<file path="src/rtl/match_mode_counter_if.sv">
// Command/status bundle for match_mode_counter: the master drives the command
// side and observes the count and terminal-event status.
interface match_mode_counter_if #(
  parameter int WIDTH   = 8,
  parameter int WRAPS_W = 8
);
  logic               en_i;
  logic [2:0]         cmd_i;
  logic [WIDTH-1:0]   load_value_i;
  logic [WIDTH-1:0]   output__;
  logic               at_zero_o;
  logic               at_max_o;
  logic               wrap_o;
  logic [WRAPS_W-1:0] wraps_o;

  modport master (
    output en_i, cmd_i, load_value_i,
    input  output__, at_zero_o, at_max_o, wrap_o, wraps_o
  );

  modport slave (
    input  en_i, cmd_i, load_value_i,
    output output__, at_zero_o, at_max_o, wrap_o, wraps_o
  );
endinterface

</file>
<file path="src/rtl/match_mode_counter.sv">
// Registered up/down modulo counter driven by a command tag; wraps or clamps
// at 0..MAX and counts wrap/clamp events.
module match_mode_counter #(
  parameter int WIDTH    = 8,
  parameter int MAX      = 255,
  parameter int STEP     = 1,
  parameter int SATURATE = 0,
  parameter int WRAPS_W  = 8
) (
  input  logic                 clk,
  input  logic                 rst_n,
  match_mode_counter_if.slave  bus
);

  typedef enum logic [2:0] {
    CMD_HOLD  = 3'd0,
    CMD_INC   = 3'd1,
    CMD_DEC   = 3'd2,
    CMD_LOAD  = 3'd3,
    CMD_CLEAR = 3'd4
  } cmd_e;

  // Sums and differences are carried at WIDTH+1 bits so MAX = 2**WIDTH-1 cannot overflow.
  localparam logic [WIDTH:0]   MAX_X  = (WIDTH+1)'(MAX);
  localparam logic [WIDTH:0]   STEP_X = (WIDTH+1)'(STEP);
  localparam logic [WIDTH:0]   MOD_X  = (WIDTH+1)'(MAX) + (WIDTH+1)'(1);
  localparam logic [WIDTH-1:0] MAX_W  = WIDTH'(MAX);

  logic [WIDTH-1:0]   count_r;
  logic               wrap_r;
  logic [WRAPS_W-1:0] wraps_r;

  logic [2:0]         cmd_s;
  logic [WIDTH:0]     count_x_s;
  logic [WIDTH:0]     sum_s;
  logic [WIDTH-1:0]   next_s;
  logic               wrap_s;

  // Next-count and wrap-event selection from the qualified command.
  always_comb begin
    cmd_s     = bus.en_i ? bus.cmd_i : CMD_HOLD;
    count_x_s = {1'b0, count_r};
    sum_s     = count_x_s + STEP_X;
    next_s    = count_r;
    wrap_s    = 1'b0;
    case (cmd_s)
      CMD_INC: begin
        if (sum_s <= MAX_X) begin
          next_s = WIDTH'(sum_s);
        end else if (SATURATE != 0) begin
          next_s = MAX_W;
          wrap_s = (count_r != MAX_W);
        end else begin
          next_s = WIDTH'(sum_s - MOD_X);
          wrap_s = 1'b1;
        end
      end
      CMD_DEC: begin
        if (count_x_s >= STEP_X) begin
          next_s = WIDTH'(count_x_s - STEP_X);
        end else if (SATURATE != 0) begin
          next_s = {WIDTH{1'b0}};
          wrap_s = (count_r != {WIDTH{1'b0}});
        end else begin
          next_s = WIDTH'(count_x_s + MOD_X - STEP_X);
          wrap_s = 1'b1;
        end
      end
      CMD_LOAD: begin
        if ({1'b0, bus.load_value_i} <= MAX_X) begin
          next_s = bus.load_value_i;
        end else begin
          next_s = MAX_W;
        end
      end
      CMD_CLEAR: begin
        next_s = {WIDTH{1'b0}};
      end
      default: begin
        next_s = count_r;
        wrap_s = 1'b0;
      end
    endcase
  end

  // Count, event pulse and event tally registers; the tally survives CLEAR.
  always_ff @(posedge clk or negedge rst_n) begin
    if (!rst_n) begin
      count_r <= {WIDTH{1'b0}};
      wrap_r  <= 1'b0;
      wraps_r <= {WRAPS_W{1'b0}};
    end else begin
      count_r <= next_s;
      wrap_r  <= wrap_s;
      if (wrap_s) begin
        wraps_r <= wraps_r + WRAPS_W'(1);
      end else begin
        wraps_r <= wraps_r;
      end
    end
  end

  assign bus.output__  = count_r;
  assign bus.at_zero_o = (count_r == {WIDTH{1'b0}});
  assign bus.at_max_o  = (count_r == MAX_W);
  assign bus.wrap_o    = wrap_r;
  assign bus.wraps_o   = wraps_r;

endmodule

</file>
<file path="src/flat_wrapper.sv">
// flat-port wrapper written by rule: the top's interface ports become plain ports
module match_mode_counter_flat 
#(
  parameter int WIDTH    = 8,
  parameter int MAX      = 255,
  parameter int STEP     = 1,
  parameter int SATURATE = 0,
  parameter int WRAPS_W  = 8
)
  (clk, rst_n, bus_en_i, bus_cmd_i, bus_load_value_i, bus_output__, bus_at_zero_o, bus_at_max_o, bus_wrap_o, bus_wraps_o);
  match_mode_counter_if #(.WIDTH(WIDTH), .WRAPS_W(WRAPS_W)) bus_i ();
  input  logic clk;
  input  logic rst_n;
  input wire logic [$bits(bus_i.en_i)-1:0] bus_en_i;
  input wire logic [$bits(bus_i.cmd_i)-1:0] bus_cmd_i;
  input wire logic [$bits(bus_i.load_value_i)-1:0] bus_load_value_i;
  output wire logic [$bits(bus_i.output__)-1:0] bus_output__;
  output wire logic [$bits(bus_i.at_zero_o)-1:0] bus_at_zero_o;
  output wire logic [$bits(bus_i.at_max_o)-1:0] bus_at_max_o;
  output wire logic [$bits(bus_i.wrap_o)-1:0] bus_wrap_o;
  output wire logic [$bits(bus_i.wraps_o)-1:0] bus_wraps_o;
  assign bus_i.en_i = bus_en_i;
  assign bus_i.cmd_i = bus_cmd_i;
  assign bus_i.load_value_i = bus_load_value_i;
  assign bus_output__ = bus_i.output__;
  assign bus_at_zero_o = bus_i.at_zero_o;
  assign bus_at_max_o = bus_i.at_max_o;
  assign bus_wrap_o = bus_i.wrap_o;
  assign bus_wraps_o = bus_i.wraps_o;
  match_mode_counter #(.WIDTH(WIDTH), .MAX(MAX), .STEP(STEP), .SATURATE(SATURATE), .WRAPS_W(WRAPS_W)) u_core (.clk(clk), .rst_n(rst_n), .bus(bus_i));
endmodule
</file>
<file path="config.mk">
export PLATFORM = sky130hd
export DESIGN_NAME = match_mode_counter_flat
export DESIGN_NICKNAME = d
export VERILOG_FILES = /design/src/rtl/match_mode_counter_if.sv /design/src/rtl/match_mode_counter.sv /design/src/flat_wrapper.sv
export SDC_FILE = /design/constraint.sdc
export NUM_CORES = 1
export LEC_CHECK = 0
export ABC_CLOCK_PERIOD_IN_PS = 7480
export CORE_MARGIN = 5
export CORE_UTILIZATION = 50
export DETAILED_ROUTE_END_ITERATION = 8
export DONT_BUFFER_PORTS = 1
export SETUP_SLACK_MARGIN = 0.3
export SLEW_MARGIN = 20
export SYNTH_ARGS = -nofsm -noshare
export SYNTH_HDL_FRONTEND = slang
export SYNTH_SLANG_ARGS = --single-unit
</file>
<file path="constraint.sdc">
create_clock -name clk -period 7.48 [get_ports clk]
set_input_delay 0.748 -clock clk [delete_from_list [all_inputs] [get_ports clk]]
set_output_delay 0.748 -clock clk [all_outputs]
set_load 0.05 [all_outputs]
</file>
# Yosys cells after proc, flatten, opt, wreduce, memory -nomap -nowiden
# Cells that the tools add are included.
[word_totals] memories=0 input_bits=14 ram_bits=0 reg_bits=17 latchBits=0 output_inout_bits=19 elab_cells=25 romBits=0
[op_classes] shift=0 n_bitwise=0 n_lt_le_gt_ge=2 multipliers=0 muxes=7 addsub=6 reduce_logical=2 n_div=0 n_eq_ne=5
[ops] op="case mux 8 bit (4 select lines)" n=1
[ops] op="subtractor 8 x 1 -> 8 bit, second input constant" n=3
[ops] op="adder 8 x 1 -> 8 bit, second input constant" n=2
[ops] op="2-to-1 mux 8 bit" n=2
[ops] op="adder 8 x 1 -> 9 bit, second input constant" n=1
[ops] op="less-or-equal comparator 9 x 8 -> 1 bit, second input constant" n=1
[ops] op="equality test 8 bit, second input constant" n=1
[ops] op="greater-or-equal comparator 8 x 1 -> 1 bit, second input constant" n=1
[ops] op="logical NOT 8 bit" n=1
[ops] op="equality test 3 x 2 -> 1 bit, second input constant" n=2
[ops] op="nonzero test 4 bit" n=1
[ops] op="equality test 3 x 1 -> 1 bit, second input constant" n=1
[ops] op="equality test 3 bit, second input constant" n=1
[ops] op="2-to-1 mux 3 bit" n=1
[ops] op="2-to-1 mux 1 bit" n=2
[ops] op="case mux 1 bit (2 select lines)" n=1

# Longest topological paths before layout
[logic_depth] ltp_word=4 depth_mapped=8 ltp_nobuf=8

# Worst setup path after synthesis
# Ideal clock, no wire load.
[synth_timing] path_kind="flip-flop to output port" start="reg u_core.count_r[0] (netlist: u_core.bus.output__[0])" end="out bus_at_zero_o" stages_incl_launch_ff=5 setup_slack_ns=4.505 arrival_time_ns=2.227 t_required_ns=6.732 n_path_buf=0 path_cell_list="dfrtp_1 inv_1 ha_1 or4b_4 nor2_1"
[synth_via] elab_chain_cells=1
[synth_rtl] element="from (decl)" line="match_mode_counter.sv:29" text="logic [WIDTH-1:0] count_r;"
[synth_rtl] element="from (signal assigned)" line="match_mode_counter.sv:89" text="count_r <= {WIDTH{1'b0}};"
[synth_rtl] element="from (signal assigned)" line="match_mode_counter.sv:93" text="count_r <= next_s;"
[synth_rtl] element="logical NOT 8 bit" line="match_mode_counter.sv:104" text="assign bus.at_zero_o = (count_r == {WIDTH{1'b0}});"
[synth_rtl] element="to (decl)" line="flat_wrapper.sv:18" text="output wire logic [$bits(bus_i.at_zero_o)-1:0] bus_at_zero_o;"
# No other way between the ends.

# Worst setup path in the final report
# Same ends and word-level chain as after synthesis.

==> results.toml <==
[run_status]
status = "completed"

[yosys]
yosysTopAreaCellShare_pct = 34.76
synth_edf_count = 0
synth_area_leaders = "dfrtp_1 (35%), xor2_1 (6.4%), ha_1 (5.1%)"
synth_most_common_cell = "dfrtp_1"
ys_async_sr_fraction_pct = 100.0
syn_area_sq_um = 1224
synth.net_count = 154
synth_cell_types = 47
yosysSeqAreaShare_pct = 34.76
yosys_most_used_dff = "dfrtp_1"
yosysTopAreaCell = "dfrtp_1"
avgSynthCellArea_sq_um = 9.064
yosys_register_bits = 17
synthCells = 135
yosys_warnings = 0
synth_common_cells = "dfrtp_1 (17), nor2_1 (14), a21oi_1 (9), nand2_1 (9), xor2_1 (9)"

[floorplan]
die_x_um = 59.47
std_cell_rows = 18
core-area_sq_um = 2410
ios = 33
initial_utilization_pct = 50.78
dieHeight_um = 59.47
dieArea_sq_um = 3537

[routing]
routedWlPerCell_um = 17.68
first_iter_violations = 25
via_per_inst = 6.098
vias = 994
postRouteAntennaNets = 0
remaining_drc_errors = 0
wirelength_mm = 2.882
firstDrtPassIters = 4

[grt]
use_met1_pct = 22.06
grt_use_met3_pct = 5.882
gr-usage-met2_pct = 27.15
grt_usage_pct = 17.16
gr-total-overflow = 0
grt_pass1_wl_mm = 4.616
grt_start_max_net_pins = 20
antenna_found_initial = 0
first_global_vias = 968
grt.busiest_layer = "met2"

[clock_network]
hold_buffers = 0
cts_max_path_buffers = 2
clkTransAtPathRegs_ns = 0.10
numCtsBuffers = 3
clk_latency_ns = 0.29
cts_resized = 0
post_cts_buffers = 0
tritoncts = "done"
cts_htree_levels = 1
clock_sinks = 17
cts_root_buffer = "clkbuf_4"

[setup_path]
crit_path_top_delay_cell = "nor2_1"
path_cells = "inv_1 -> ha_1 -> or4b_4 -> nor2_1"
cpPeakStageDelay_ns = 0.76
worst_setup_path_end_kind = "output pin"
path_buf_inv = 1
crit_required_ns = 6.73
crit_family = "simple AND/OR/NAND/NOR gates"
worstPathArrival_ns = 2.71
critPathLaunchType = "flip-flop"
crit_start = "u_core.bus.output__[0]"
worstPathMaxFanout = 10
reg2reg_from = "u_core.bus.output__[0]"
critPathKind = "flip-flop to output pin"

[sta]
tns_ns = 0
hold_ws_ns = 0.1387
max_freq_ghz = 0.2894
slew_viol_final = 0
finalClockSkew_ns = 0.005843
finalCriticalPeriod_ns = 3.455
slew_headroom_pct = 34.83
layout_setup_ws_ns = 4.025
worst_pin_slew_ns = 0.9756
finalHoldViolCount = 0
rsz0062_at_grt = "no"
finalSetupViolCount = 0
fin_crit_sh_pct = 46.19

[finish]
fin_area_sq_um = 1257
fin_nets = 153
layout-drive-gt1-share_pct = 9.023
stdcell_count = 163
syn_to_final_growth_pct = 2.761
diodes = 0

[hold_path]
hp-class = "input port to asynchronous set/reset pin"

[placed_design]
portBuffers = 0
dp_hpwl_mm = 2.219
dp_worst_setup_slack_ns = 4.355
placed_area_sq_um = 1230
dp_cells = 159
place.gp.congestion = 0.8106

[pwr]
irDropWorstVdd_mv = 0.1537
p_leak_nw = 0.5004
p_per_area_nw_per_um2 = 231.4

[job]
maxCapViolCount = 0
[where the power goes]
part,switching [mW],total (mW),internal [mW]
registers,0.0659,0.167,0.101
clock network,0.0290,0.0488,0.0198
logic,0.0388,0.0750,0.0362
[flip-flops by register name, summed over array words and instances, names as in the netlist]
name / flops
u_core.bus.output__: 8
u_core.bus.wrap_o: 1
u_core.bus.wraps_o: 8
[placed cells by master (no fill, tap or decap), types with 2 or more instances in the layout]
cell	Yosys	final
nand2b_1	2	2
nand3_1	5	5
nor2b_1	2	2
xor2_1	9	9
o22ai_1	3	3
nor2_1	14	14
ha_1	5	5
o21ai_0	2	2
a21oi_1	9	9
o211ai_1	3	3
xnor2_1	6	6
dfrtp_1	17	17
a31oi_1	4	4
nor3b_1	2	2
nand2_1	9	9
nand4_1	5	5
clkbuf_4	0	3
inv_1	4	4
o21ai_1	2	2
[worst paths after layout]
check | to | slack (ns) | depth (start not counted)
worst max-delay path | bus_at_zero_o | 4.02 | 4
worst min-delay path | u_core.bus.output__[5] | 0.14 | 0
worst max register to register | u_core.bus.wraps_o[4] | 4.60 | 8
worst min register to register | u_core.bus.wraps_o[7] | 0.82 | 1
max in group asynchronous | u_core.bus.output__[1] | 7.26 | 0
min in group clk | u_core.bus.output__[0] | 0.55 | 1
[layer usage]
metal | wire length, um | share of wire [%]
met5 | 0 | 0
met4 | 19 | 0.66
met3 | 219 | 7.6
met2 | 1371 | 48
met1 | 1271 | 44
[cell families after synthesis]
| family | synth area share, % |
|---|---|
| mux | 0.9202 |
| fa+ha+maj | 5.112 |
| simple gates | 27.30 |
| compound gates | 17.38 |
| flops | 34.76 |
| xor+xnor | 10.74 |
| buf+inv | 3.782 |
[worst reg2reg max path, delay by kind of cell, from the launching register on]
kind	cells	cell delay, ns
xor+xnor	1	0.16
compound gates	1	0.19
flops	1	0.66
buf+inv	1	0.25
fa+ha+maj	1	0.26
simple gates	4	1.22
[metrics by stage]
stage	util (%)	total power [mW]
global route	52.18	0.3101
global placement	51.04	0.2416
floorplan	-	0.2304
detailed placement	51.04	0.2430
CTS	52.18	0.2941
finish	52.18	0.2909
[area by class of cell]
type                    instances  area, sq um
multi-input cells             108        752.0
flip-flops and latches         17        425.4
well taps                      30        37.54
clock inverters                 1        5.005
inverters                       4        15.01
fillers                       223         1152
clock buffers                   3        22.52
Note: power is estimated with default switching activity, not from simulation.
